===== src/rtl/mem_arbiter_pkg.sv =====
// Shared processor package for the memory arbiter slice.
// Provides the datapath width, byte-enable width and the arbiter FSM state type.
package mem_arbiter_pkg;

    localparam int unsigned XLEN = 32;
    localparam int unsigned BE_W = 4;

    typedef enum logic [1:0] {
        IDLE    = 2'b00,
        BUSY_IF = 2'b01,
        BUSY_LS = 2'b10
    } arb_state_e;

endpackage


===== src/rtl/bus_timeout_cnt.sv =====
// BUSY-cycle watchdog for the memory arbiter.
// Ports:
//   clk, rst_n  - clock, synchronous active-low reset
//   clear       - restart the count (asserted on grant)
//   enable      - count this cycle (asserted while a transaction is outstanding)
//   expired     - high during the TIMEOUT_CYCLES-th counted cycle
module bus_timeout_cnt #(
    parameter int unsigned TIMEOUT_CYCLES = 255
) (
    input  logic clk,
    input  logic rst_n,
    input  logic clear,
    input  logic enable,
    output logic expired
);

    // The count holds the number of completed BUSY cycles, so the cycle in
    // which it equals TIMEOUT_CYCLES-1 is the last one allowed to see an ack.
    localparam logic [9:0] LIMIT = 10'(TIMEOUT_CYCLES - 1);

    logic [9:0] cnt_q;

    always_ff @(posedge clk) begin
        if (!rst_n || clear) begin
            cnt_q <= '0;
        end else if (enable && (cnt_q != LIMIT)) begin
            cnt_q <= cnt_q + 10'd1;
        end
    end

    assign expired = (cnt_q == LIMIT);

endmodule


===== src/rtl/mem_arbiter.sv =====
// Two-port memory bus arbiter: instruction fetch (if_*) and load/store (ls_*)
// share one memory bus (bus_*). One transaction at a time, with a one-deep
// fairness flag on contested arbitration and a BUSY-cycle timeout.
// Ports:
//   clk, rst_n                  - clock, synchronous active-low reset
//   if_req_i/if_addr_i          - fetch read request and word address
//   if_gnt_o                    - fetch grant (combinational, IDLE only)
//   if_rvalid_o/if_err_o/if_rdata_o - fetch response pulse, error, data
//   ls_req_i/ls_we_i/ls_addr_i/ls_wdata_i/ls_be_i - load/store command
//   ls_gnt_o                    - load/store grant (combinational, IDLE only)
//   ls_rvalid_o/ls_err_o/ls_rdata_o - load/store response pulse, error, data
//   bus_req_o/bus_we_o/bus_addr_o/bus_wdata_o/bus_be_o - registered bus command
//   bus_ack_i/bus_rdata_i       - bus completion and read data
//   stall_o                     - pipeline hold
module mem_arbiter
    import mem_arbiter_pkg::*;
#(
    parameter int unsigned TIMEOUT_CYCLES = 255,
    parameter bit          DATA_PRIO      = 1'b1
) (
    input  logic            clk,
    input  logic            rst_n,

    input  logic            if_req_i,
    input  logic [XLEN-1:0] if_addr_i,
    output logic            if_gnt_o,
    output logic            if_rvalid_o,
    output logic            if_err_o,
    output logic [XLEN-1:0] if_rdata_o,

    input  logic            ls_req_i,
    input  logic            ls_we_i,
    input  logic [XLEN-1:0] ls_addr_i,
    input  logic [XLEN-1:0] ls_wdata_i,
    input  logic [BE_W-1:0] ls_be_i,
    output logic            ls_gnt_o,
    output logic            ls_rvalid_o,
    output logic            ls_err_o,
    output logic [XLEN-1:0] ls_rdata_o,

    output logic            bus_req_o,
    output logic            bus_we_o,
    output logic [XLEN-1:0] bus_addr_o,
    output logic [XLEN-1:0] bus_wdata_o,
    output logic [BE_W-1:0] bus_be_o,
    input  logic            bus_ack_i,
    input  logic [XLEN-1:0] bus_rdata_i,

    output logic            stall_o
);

    arb_state_e state_q, state_d;

    // Set when the non-preferred port lost the most recent contested
    // arbitration; it then takes the next tie. When the preferred port lost,
    // plain priority already favours it, so one bit is enough.
    logic fair_q;

    logic tie_to_if;
    logic contested;
    logic busy;
    logic expired;
    logic done;
    logic grant;

    assign busy      = (state_q != IDLE);
    assign contested = rst_n && (state_q == IDLE) && if_req_i && ls_req_i;
    assign tie_to_if = DATA_PRIO ? fair_q : ~fair_q;
    assign done      = busy && (bus_ack_i || expired);
    assign grant     = if_gnt_o || ls_gnt_o;

    bus_timeout_cnt #(
        .TIMEOUT_CYCLES (TIMEOUT_CYCLES)
    ) u_timeout (
        .clk     (clk),
        .rst_n   (rst_n),
        .clear   (grant),
        .enable  (busy),
        .expired (expired)
    );

    always_ff @(posedge clk) begin
        if (!rst_n) begin
            state_q <= IDLE;
        end else begin
            state_q <= state_d;
        end
    end

    always_comb begin
        state_d  = state_q;
        if_gnt_o = 1'b0;
        ls_gnt_o = 1'b0;
        case (state_q)
            IDLE: begin
                if (rst_n) begin
                    if (if_req_i && ls_req_i) begin
                        if (tie_to_if) begin
                            if_gnt_o = 1'b1;
                        end else begin
                            ls_gnt_o = 1'b1;
                        end
                    end else if (if_req_i) begin
                        if_gnt_o = 1'b1;
                    end else if (ls_req_i) begin
                        ls_gnt_o = 1'b1;
                    end
                end
                if (if_gnt_o) begin
                    state_d = BUSY_IF;
                end else if (ls_gnt_o) begin
                    state_d = BUSY_LS;
                end
            end
            BUSY_IF, BUSY_LS: begin
                // Ack and expiry together still complete normally; the
                // response path below keys the error flag on ack alone.
                if (bus_ack_i || expired) begin
                    state_d = IDLE;
                end
            end
            default: begin
                state_d = IDLE;
            end
        endcase
    end

    always_ff @(posedge clk) begin
        if (!rst_n) begin
            fair_q      <= 1'b0;
            bus_req_o   <= 1'b0;
            bus_we_o    <= 1'b0;
            bus_addr_o  <= '0;
            bus_wdata_o <= '0;
            bus_be_o    <= '0;
            if_rvalid_o <= 1'b0;
            if_err_o    <= 1'b0;
            if_rdata_o  <= '0;
            ls_rvalid_o <= 1'b0;
            ls_err_o    <= 1'b0;
            ls_rdata_o  <= '0;
        end else begin
            if_rvalid_o <= 1'b0;
            if_err_o    <= 1'b0;
            ls_rvalid_o <= 1'b0;
            ls_err_o    <= 1'b0;

            if (contested) begin
                fair_q <= DATA_PRIO ? ls_gnt_o : if_gnt_o;
            end

            if (if_gnt_o) begin
                bus_req_o   <= 1'b1;
                bus_we_o    <= 1'b0;
                bus_addr_o  <= if_addr_i;
                bus_wdata_o <= '0;
                bus_be_o    <= '1;
            end else if (ls_gnt_o) begin
                bus_req_o   <= 1'b1;
                bus_we_o    <= ls_we_i;
                bus_addr_o  <= ls_addr_i;
                bus_wdata_o <= ls_wdata_i;
                bus_be_o    <= ls_be_i;
            end else if (done) begin
                bus_req_o   <= 1'b0;
            end

            if (done) begin
                if (state_q == BUSY_IF) begin
                    if_rvalid_o <= 1'b1;
                    if_err_o    <= ~bus_ack_i;
                    if_rdata_o  <= bus_ack_i ? bus_rdata_i : '0;
                end else begin
                    ls_rvalid_o <= 1'b1;
                    ls_err_o    <= ~bus_ack_i;
                    ls_rdata_o  <= (bus_ack_i && !bus_we_o) ? bus_rdata_i : '0;
                end
            end
        end
    end

    assign stall_o = (if_req_i & ~if_gnt_o) | (ls_req_i & ~ls_gnt_o) | busy;

endmodule


===== config.mk =====
export PLATFORM = sky130hd
export DESIGN_NAME = mem_arbiter
export DESIGN_NICKNAME = d
export VERILOG_FILES = /design/src/rtl/mem_arbiter_pkg.sv /design/src/rtl/bus_timeout_cnt.sv /design/src/rtl/mem_arbiter.sv
export SDC_FILE = /design/constraint.sdc
export NUM_CORES = 1
export LEC_CHECK = 0
export ABC_AREA = 1
export CAP_MARGIN = 20
export CORE_ASPECT_RATIO = 0.6
export CORE_MARGIN = 1.5
export CORE_UTILIZATION = 30
export CTS_CLUSTER_DIAMETER = 30
export CTS_CLUSTER_SIZE = 40
export DETAILED_ROUTE_END_ITERATION = 7
export GPL_TIMING_DRIVEN = 0
export HOLD_SLACK_MARGIN = 0.03
export PLACE_DENSITY_LB_ADDON = 0.2
export SYNTH_ARGS = -nofsm -noshare
export SYNTH_HDL_FRONTEND = slang
export SYNTH_HIERARCHICAL = 1
export SYNTH_SLANG_ARGS = --single-unit
export TNS_END_PERCENT = 10

===== constraint.sdc =====
create_clock -name clk -period 2 [get_ports clk]
set_input_delay 0.6 -clock clk [delete_from_list [all_inputs] [get_ports clk]]
set_output_delay 0.6 -clock clk [all_outputs]
set_load 0.02 [all_outputs]

==> metrics.cfg, run 1 <==
[clock_tree]
path_clk_slew_ns=0.06
numCtsBuffers=17
cts_buffer_depth=2
cts_tree=yes
htreeDepth=4
root_buffer=clkbuf_16
cts_sinks=151
holdBufCountCts=0
clock_latency_ns=0.44

[synth]
syn_area_sq_mm=0.00645
async_flop_share_pct=0
synth_most_common_cell=nand2_1
synth-edff-count=0
synth_cell_types=29
synthCells=877
ys_ff_latch=151
synth_top_area_cell=dfxtp_1
yosys_warnings=6
syn_nets=1019
ys.flop_type=dfxtp_1
yosys-top-cells-count=nand2_1 (236), dfxtp_1 (151), a21oi_1 (106)
yosys.area.top_type_share_pct=46.8
synth_area_per_cell_sq_um=7.36
synth_area_leaders=dfxtp_1 (47%), nand2_1 (14%), a21oi_1 (8.2%)
yosysSeqAreaShare_pct=46.8

[worst_setup_path]
critical_path_buf_inv_count=4
r2r_setup_slack_ns=0.08
crit_type=reg -> out
reg2reg_depth=8
cp.required_ns=1.40
critPathLaunch=state_q[1]$_SDFFE_PN0P_
critPathSlowestCell=dfxtp_2
startpoint_type=register
r2r_start=state_q[1]$_SDFFE_PN0P_
r2r_end=ls_rdata_o[0]$_SDFFE_PN0P_
cp_cell_sequence=inv_2, ha_4, buf_8, nand3_4, clkbuf_16, nand2_2, nand2_2, buf_6
cpMostUsedCell=nand2_2
max_stage_delay_ns=0.32
end_kind=output port
critPathArrivalTime_ns=1.56
cp_top_family=buffers and inverters
crit_fanout=4

[routing]
drt_pass1_iterations=5
wl_per_cell_um=15.7
drt-met1-wl_um=11500
via_per_inst=4.68
route.met2.wl_um=9310
ant_nets=0
highest_layer=met4
wl_met3_um=2370
vias=6972
first_iter_violations=322
drc=0
totalWireLength_um=23400

[finish]
fin_nets=1339
multiInputGateArea_sq_mm=0.00289
area_growth_pct=65.7
antenna_cells=0
drive_gt1_share_pct=12.0
fillers=2115
register_area_sq_mm=0.00304
layout.cells.non_filler=1489
final_util_pct=50.8

[power_and_ir_drop]
p_per_area_mw_per_mm2=755
pwr-share-clk_pct=42.6
ir_drop_mv=0.588
power_frac_comb_pct=17.9
switching_power_mw=2.20
leakagePower_nw=5.52
swShare_pct=27.2
p_seq_share_pct=39.5
power.internal_mw=5.88

[place]
dp_slack_ns=-1.50
post-dp-hpwl_um=17100
dp.cells=1433
port_buffers=277
place.gp.congestion=0.802

[die]
ios=279
die_y_um=117
initial_utilization_pct=30.7
fp-row-count=41
dieArea_sq_mm=0.0224
die-width_um=192
core_region_area_sq_mm=0.0210

[timing]
slew_headroom_pct=62.0
setup_ws_ns=-0.156
worst_pin_slew_ns=0.570
rsz0062_at_grt=yes
fin_crit_sh_pct=108
finClkSkew_ns=0.0108
fmax_ghz=0.464
period_minus_slack_ns=2.16
finalHoldViolations=0
setup_viol=2
slew_violations=0

[hold_path]
hold_start=bus_addr_o[3]$_SDFFE_PN0P_
holdPathStages=2
min_to=bus_addr_o[3]$_SDFFE_PN0P_
hp-class=reg -> reg

[flow_run]
drv_cap=0

[global_routing]
grt_overflow=0
antenna_found_initial=0
grt_pass1_wl_um=35100
grtUsageTotal_pct=20.5
grt_pass1_vias=6406
grt_start_max_net_pins=17

[outcome]
failed_checks=negative setup slack
status=finished, violations left

## metrics by stage
step / hold slack [ns] / area (sq um) / TNS (ns) / total power, mW
finish: 0.460 / 10700 / -0.230 / 8.08
floorplan: 0.448 / 6450 / 0 / 3.93
detailed placement: 0.454 / 9580 / -57.02 / 4.65
global route: 0.475 / 10700 / -0.470 / 8.43
global placement: 0.452 / 9580 / -55.69 / 4.64
CTS: 0.463 / 10400 / -0.266 / 8.13
## repair_timing
action | CTS | global route
setup endpoints to repair | 175 | 125
endpoints found under the hold margin | 0 | 0
setup buffers | 18 | 7
resized for setup | 150 | 120
gates cloned | 0 | 1
pin swaps | 7 | 4
## layout by cell type (no fill, tap or decap), types with 3 or more instances in the layout
master and count:
inv_1 79, inv_2 7, nand2_2 6, buf_4 25, nand3_4 4, buf_1 6
bufinv_16 3, o21ai_1 16, clkbuf_8 5, o21ai_0 22, nand4_1 70, a21oi_1 105
nand3_2 8, dlymetal6s2s_1 56, nand3_1 66, dlygate4sd2_1 81, nand2_1 230, clkbuf_16 19
dfxtp_1 145, buf_2 15, clkdlybuf4s50_1 134, buf_6 15, nor2_4 5, nor2_1 21
clkbuf_1 24, inv_4 3, nand2_4 5, dfxtp_4 3, dfxtp_2 3
## power by group through the flow
stage | Clock [mW] | Sequential, mW | Combinational (mW)
global route | 3.66 | 3.20 | 1.58
detailed placement | 0 | 3.26 | 1.39
floorplan | 0 | 3.39 | 0.538
finish | 3.44 | 3.19 | 1.45
CTS | 3.50 | 3.19 | 1.43
global placement | 0 | 3.26 | 1.39
## worst max-delay path by stage
stage / endpoint / slack, ns / cells past startpoint
global placement: stall_o / -1.49 / 8
floorplan: stall_o / 0.002 / 6
CTS: stall_o / -0.16 / 8
finish: stall_o / -0.16 / 8
global route: stall_o / -0.22 / 7
detailed placement: stall_o / -1.50 / 8
## flip-flops by register name, indices dropped and copies added, names as in the netlist, 2 cells and up
signal           flops
bus_wdata_o         32
u_timeout/cnt_q     10
bus_addr_o          32
if_rdata_o          32
state_q              2
bus_be_o             4
ls_rdata_o          32
## worst reg2reg max path, delay by kind of cell (launching register included)
| kind | cells | cell delay (ns) |
|---|---|---|
| DFF | 1 | 0.32 |
| AOI/OAI and AO/OA | 1 | 0.16 |
| adders and majority gates | 1 | 0.27 |
| and+or+nand+nor | 1 | 0.17 |
| buffers and inverters | 5 | 0.92 |
## layout make-up
type,instances,area share (%)
Buffer,61,3.80
Clock buffer,22,4.53
Clock inverter,10,1.32
Inverter,91,3.38
Multi-Input combinational cell,572,27.0
Sequential cell,151,28.4
Tap cell,279,3.26
Timing Repair Buffer,303,28.3
## cell families (layout without fill, tap and decap cells)
logic type / Yosys count / after routing / share of synthesized area (%)
and+or+nand+nor: 419 / 419 / 30.4
AOI/OAI and AO/OA: 146 / 146 / 11.5
buffers and inverters: 154 / 487 / 10.1
xor gates and xnor gates: 3 / 3 / 0.407
DFF: 151 / 151 / 46.8
adders and majority gates: 4 / 4 / 0.776
## layer usage
metal | track usage, % | vias to the layer above
met4 | 5.99 | 0
met3 | 8.59 | 19
met5 | 0 | -
met2 | 28.2 | 235
li1 | - | 3533
met1 | 28.8 | 3185
Power figures use the tool's default switching activity.
==> run 2, diff against run 1 <==
- PLACE_DENSITY: not set -> 0.66
- PLACE_DENSITY_LB_ADDON: 0.2 -> not set
==> run 2 against run 1 <==
Against the previous run: the flow still finishes with violations (negative setup slack); core utilization shrank 0.060 points; power shrank 3.1%; combinational power is essentially flat; clock skew shrank 0.0027 ns; highest routed layer unchanged.
==> metrics.cfg, run 2 (synthesis results as in run 1) <==
[outcome]
status=finished, violations left
failed_checks=negative setup slack

[routing]
vias=7108  ; +2.0%
drt_pass1_iterations=5  ; unchanged
totalWireLength_um=23800  ; +1.7%
ant_nets=0  ; unchanged
via_per_inst=4.78  ; +2.2%
drc=0  ; unchanged
first_iter_violations=497  ; +54%
wl_per_cell_um=16.0  ; +1.9%

[place]
placed_area_sq_mm=0.00958  ; unchanged
place.gp.congestion=0.903  ; +13%
post-dp-hpwl_um=17600  ; +3.1%
port_buffers=277  ; unchanged

[clock_tree]
holdBufCountCts=0  ; unchanged
numCtsBuffers=17  ; unchanged
clock_latency_ns=0.42  ; -0.02 ns
path_clk_slew_ns=0.06  ; about the same
cts_tree=yes
cts_buffer_depth=2  ; unchanged
htreeDepth=4  ; unchanged
root_buffer=clkbuf_16
cts_sinks=151  ; unchanged

[power_and_ir_drop]
p_per_area_mw_per_mm2=733  ; -3.0%
leakagePower_nw=5.81  ; +5.1%
ir_drop_mv=0.529  ; -9.9%

[die]
fp-row-count=41  ; unchanged
ios=279  ; unchanged
core_region_area_sq_mm=0.0210  ; unchanged
die_y_um=117  ; unchanged
dieArea_sq_mm=0.0224  ; unchanged
die-width_um=192  ; unchanged
initial_utilization_pct=30.7  ; unchanged

[finish]
area_growth_pct=65.5
antenna_cells=0  ; unchanged
drive_gt1_share_pct=11.4  ; -0.55 points
design_area_sq_mm=0.0107  ; -0.12%
final_util_pct=50.8  ; -0.060 points
layout_common_cells=nand2_1 (229), dfxtp_1 (148), clkdlybuf4s50_1 (139)
fin_nets=1337  ; -0.15%
final_common_cell=nand2_1

[worst_setup_path]
crit_type=reg -> out
crit_fanout=3  ; -1
cp.required_ns=1.40  ; about the same
end_kind=output port
critPathArrivalTime_ns=1.55  ; about the same
startpoint_type=register

[timing]
slew_headroom_pct=59.9  ; -2.1 points
fmax_ghz=0.464  ; about the same
finClkSkew_ns=0.00808  ; -0.00272 ns
rsz0062_at_grt=yes
slew_violations=0  ; unchanged
setup_viol=2  ; unchanged
finalSetupTns_ns=-0.223  ; +0.00726 ns
fin_crit_sh_pct=108  ; about the same
period_minus_slack_ns=2.15  ; -0.00119 ns
setup_ws_ns=-0.155  ; +0.00119 ns
finalHoldViolations=0  ; unchanged
worst_pin_slew_ns=0.601  ; +0.0309 ns

[global_routing]
grt_pass1_wl_um=35700  ; +1.8%
grt_pass1_vias=6611  ; +3.2%
grt_overflow=0  ; unchanged
grt_start_max_net_pins=18  ; +1
grtUsageTotal_pct=20.8  ; +0.23 points
antenna_found_initial=0  ; unchanged

[flow_run]
drv_cap=0  ; unchanged

[hold_path]
hp-class=reg -> reg

-- run 2: final timing paths --
kind | start | to | slack [ns] | cells past startpoint
min | ls_rdata_o[1]$_SDFFE_PN0P_ | ls_rdata_o[1]$_SDFFE_PN0P_ | 0.46 | 2
min reg2reg | ls_rdata_o[1]$_SDFFE_PN0P_ | ls_rdata_o[1]$_SDFFE_PN0P_ | 0.46 | 2
max reg2reg | u_timeout/cnt_q[0]$_SDFFE_PP0P_ | ls_rdata_o[22]$_SDFFE_PN0P_ | 0.10 | 10
max | state_q[0]$_SDFFE_PN0P_ | stall_o | -0.15 | 8
-- run 2: what timing repair did --
item                                    CTS  global route
buffers inserted                         19             5
cloned                                    0             0
endpoints found under the setup margin  181           157
gates resized for setup                 112           131
pin swaps                                 6             4
-- run 2: layout make-up --
class | instances | area (sq um)
Clock inverter | 6 | 65.1
Sequential cell | 151 | 3030
Clock buffer | 25 | 515
Fill cell | 2006 | 10400
Multi-Input combinational cell | 572 | 2870
Timing Repair Buffer | 301 | 3110
Buffer | 61 | 385
Inverter | 91 | 364
Tap cell | 279 | 349
-- run 2: per-layer routing --
| layer | part of all wire [%] | vias up | track usage [%] |
|---|---|---|---|
| li1 | - | 3536 | - |
| met1 | 47 | 3259 | 29.3 |
| met2 | 40 | 292 | 29.7 |
| met3 | 11 | 21 | 7.57 |
| met4 | 1.1 | 0 | 5.06 |
| met5 | 0 | - | 0 |
-- run 2: per-stage QoR --
stage	cells	power, mW	hold slack, ns	setup WS [ns]
final	1486	7.83	0.458	-0.155
after CTS	1482	7.90	0.464	-0.189
after global placement	1433	4.64	0.451	-1.51
after floorplan	877	3.93	0.448	0.00150
after detailed placement	1433	4.65	0.455	-1.50
after global routing	1486	8.19	0.478	-0.244
-- run 2: where the power goes --
part	switching [mW]	leakage [nW]	internal (mW)
registers	0.0625	1.23	3.13
clock network	1.25	0.285	1.91
logic	0.805	4.30	0.668
total	2.12	5.81	5.70
-- run 2: critical path: stages, from the launching register on --
cell	delay, ns
dfxtp_2	0.32
inv_2	0.06
ha_4	0.16
buf_8	0.12
nand3_4	0.08
clkbuf_16	0.16
nand2_4	0.05
nand2_2	0.05
buf_6	0.13
==> run 3, diff against run 2 <==
- DONT_BUFFER_PORTS: not set -> 1
- PLACE_DENSITY: 0.66 -> 0.48
==> run 3 against run 2 <==
Against the previous run: the run still ends with negative setup slack left; clock-buffer cell count decreased by 3; setup slack better by 0.10 ns; die area did not move; hold slack got worse by 0.14 ns; sequential share of layout area up 11 points; core utilization decreased by 14 points; critical path depth shrank 2; wire length shrank 10%; first-iteration DRC count down 51%; cell count shrank 19%; maximum frequency up 4.9%; critical path type unchanged; critical endpoint unchanged; largest cell class is now flip-flops and latches; largest power group unchanged; highest routed layer unchanged.
==> metrics.cfg, run 3 (synthesis results as in run 1) <==
[clock_tree]
root_buffer=clkbuf_16
htreeDepth=4  ; unchanged
cts_sinks=151  ; unchanged
cts_tree=yes
clock_latency_ns=0.43  ; about the same
cts_buffer_depth=2  ; unchanged
holdBufCountCts=0  ; unchanged
path_clk_slew_ns=0.06  ; about the same
numCtsBuffers=17  ; unchanged

[worst_setup_path]
cp_cell_sequence=inv_2, ha_4, nand3_4, clkbuf_16, o21ai_2, nand2_4
crit_fanout=3  ; unchanged
critPathArrivalTime_ns=1.45  ; -0.10 ns
cp.required_ns=1.40  ; about the same
startpoint_type=register
crit_type=reg -> out
cp_top_family=flip-flops
critPathSlowestCell=dfxtp_1
critical_path_buf_inv_count=2  ; -2
max_stage_delay_ns=0.30  ; -0.02 ns
end_kind=output port

[finish]
fin_nets=1051  ; -21%
area_growth_pct=18.8
antenna_cells=0  ; unchanged
layout_common_cells=nand2_1 (231), dfxtp_1 (149), a21oi_1 (102)
final_common_cell=nand2_1
drive_gt1_share_pct=13.2  ; +1.7 points

[routing]
ant_nets=0  ; unchanged
wl_per_cell_um=17.9  ; +11%
drt-met1-wl_um=10300  ; -8.8%
first_iter_violations=246  ; -51%
route.met2.wl_um=8500  ; -12%
drc=0  ; unchanged
drt_pass1_iterations=4  ; -1
totalWireLength_um=21400  ; -10%
wl_met3_um=2390  ; -8.4%
highest_layer=met4
vias=6012  ; -15%
via_per_inst=5.02  ; +4.9%

[die]
initial_utilization_pct=30.7  ; unchanged
dieArea_sq_mm=0.0224  ; unchanged
die-width_um=192  ; unchanged
core_region_area_sq_mm=0.0210  ; unchanged
die_y_um=117  ; unchanged
ios=279  ; unchanged
fp-row-count=41  ; unchanged

[power_and_ir_drop]
p_per_area_mw_per_mm2=944  ; +29%
pwr-share-clk_pct=42.3  ; +1.9 points
p_seq_share_pct=46.4  ; +5.6 points
ir_drop_mv=0.588  ; +11%
leakagePower_nw=3.00  ; -48%
swShare_pct=28.2  ; +1.1 points
power.internal_mw=5.20  ; -8.8%
switching_power_mw=2.04  ; -3.7%
power_frac_comb_pct=11.3  ; -7.5 points

[timing]
finalHoldViolations=0  ; unchanged
rsz0062_at_grt=yes
period_minus_slack_ns=2.05  ; -0.101 ns
worst_pin_slew_ns=0.618  ; +0.0167 ns
slew_violations=0  ; unchanged
finalSetupTns_ns=-0.0939  ; +0.129 ns
setup_viol=3  ; +1
setup_ws_ns=-0.0536  ; +0.101 ns
slew_headroom_pct=58.8  ; -1.1 points
fin_crit_sh_pct=103  ; -5.1 points
fmax_ghz=0.487  ; +4.9%
finClkSkew_ns=0.0117  ; +0.00366 ns

[global_routing]
antenna_found_initial=0  ; unchanged
grt_start_max_net_pins=17  ; -1
grt_pass1_wl_um=31600  ; -11%
grt_overflow=0  ; unchanged
grt_pass1_vias=5497  ; -17%
grtUsageTotal_pct=18.6  ; -2.1 points

[hold_path]
hp-class=in -> reg

[place]
port_buffers=0  ; -100%
dp_slack_ns=-0.492  ; +1.01 ns
post-dp-hpwl_um=16000  ; -9.2%
place.gp.congestion=0.809  ; -10%

[outcome]
failed_checks=negative setup slack
status=finished, violations left

[flow_run]
drv_cap=0  ; unchanged

==> run 3: cell types whose count changed in the layout (fill, tap and decap cells not counted), moves of 4 or more <==
| cell | before | now |
|---|---|---|
| nand2_2 | 9 | 5 |
| clkdlybuf4s50_1 | 139 | 0 |
| dlygate4sd2_1 | 47 | 0 |
| dlymetal6s2s_1 | 85 | 0 |
| a21oi_1 | 106 | 102 |
| buf_4 | 31 | 20 |
| a21oi_2 | 0 | 4 |
==> run 3: power groups by stage <==
stage	Clock, mW	Sequential (mW)	Combinational, mW
CTS	3.15	3.36	0.802
global route	3.25	3.37	0.922
global placement	0	3.43	0.726
detailed placement	0	3.43	0.727
finish	3.06	3.36	0.817
floorplan	0	3.39	0.538
==> run 3: worst reg2reg max path: cells and delay by family (launching register included) <==
kind	cells	cell delay, ns
flops	1	0.41
compound gates	2	0.25
simple gates	5	0.70
buf+inv	3	0.42
==> run 3: final cells by class <==
| class | count | area, sq um |
|---|---|---|
| Clock buffer | 22 | 474 |
| Sequential cell | 151 | 3030 |
| Tap cell | 279 | 349 |
| Inverter | 91 | 349 |
| Fill cell | 2240 | 13400 |
| Timing Repair Buffer | 14 | 115 |
| Buffer | 62 | 407 |
| Clock inverter | 7 | 71.3 |
| Multi-Input combinational cell | 572 | 2880 |
==> run 3: metal layers <==
layer / track usage (%) / vias to the layer above
met3: 8.65 / 17
met5: 0 / -
met2: 25.7 / 221
li1: - / 2948
met1: 25.8 / 2826
met4: 4.81 / 0
==> run 3: final timing paths <==
check / from / cells after the start / slack [ns] / end
max: state_q[1]$_SDFFE_PN0P_ / 6 / -0.05 / stall_o
min: ls_wdata_i[0] / 2 / 0.31 / bus_wdata_o[0]$_SDFFE_PP0P_
max reg2reg: u_timeout/cnt_q[3]$_SDFFE_PP0P_ / 10 / 0.10 / if_rdata_o[30]$_SDFFE_PN0P_
min reg2reg: fair_q$_SDFFE_PN0P_ / 2 / 0.50 / fair_q$_SDFFE_PN0P_
==> run 3: what timing repair did <==
item / in CTS / in global routing
resized for setup: 42 / 35
cloned: 0 / 1
buffers inserted: 12 / 2
pin swaps: 4 / 1
setup endpoints to repair: 77 / 73
hold endpoints to repair: 0 / 0
==> run 3: per-stage QoR <==
step	total power [mW]	cell area, sq um	hold WS (ns)	std cells	util [%]
2_1_floorplan	3.93	6450	0.448	877	-
3_3_place_gp	4.16	6800	0.473	1156	32.3
3_5_place_dp	4.16	6800	0.471	1156	32.3
4_1_cts	7.31	7580	0.293	1197	36.0
5_1_grt	7.54	7670	0.298	1198	36.5
6_report	7.24	7670	0.315	1198	36.5
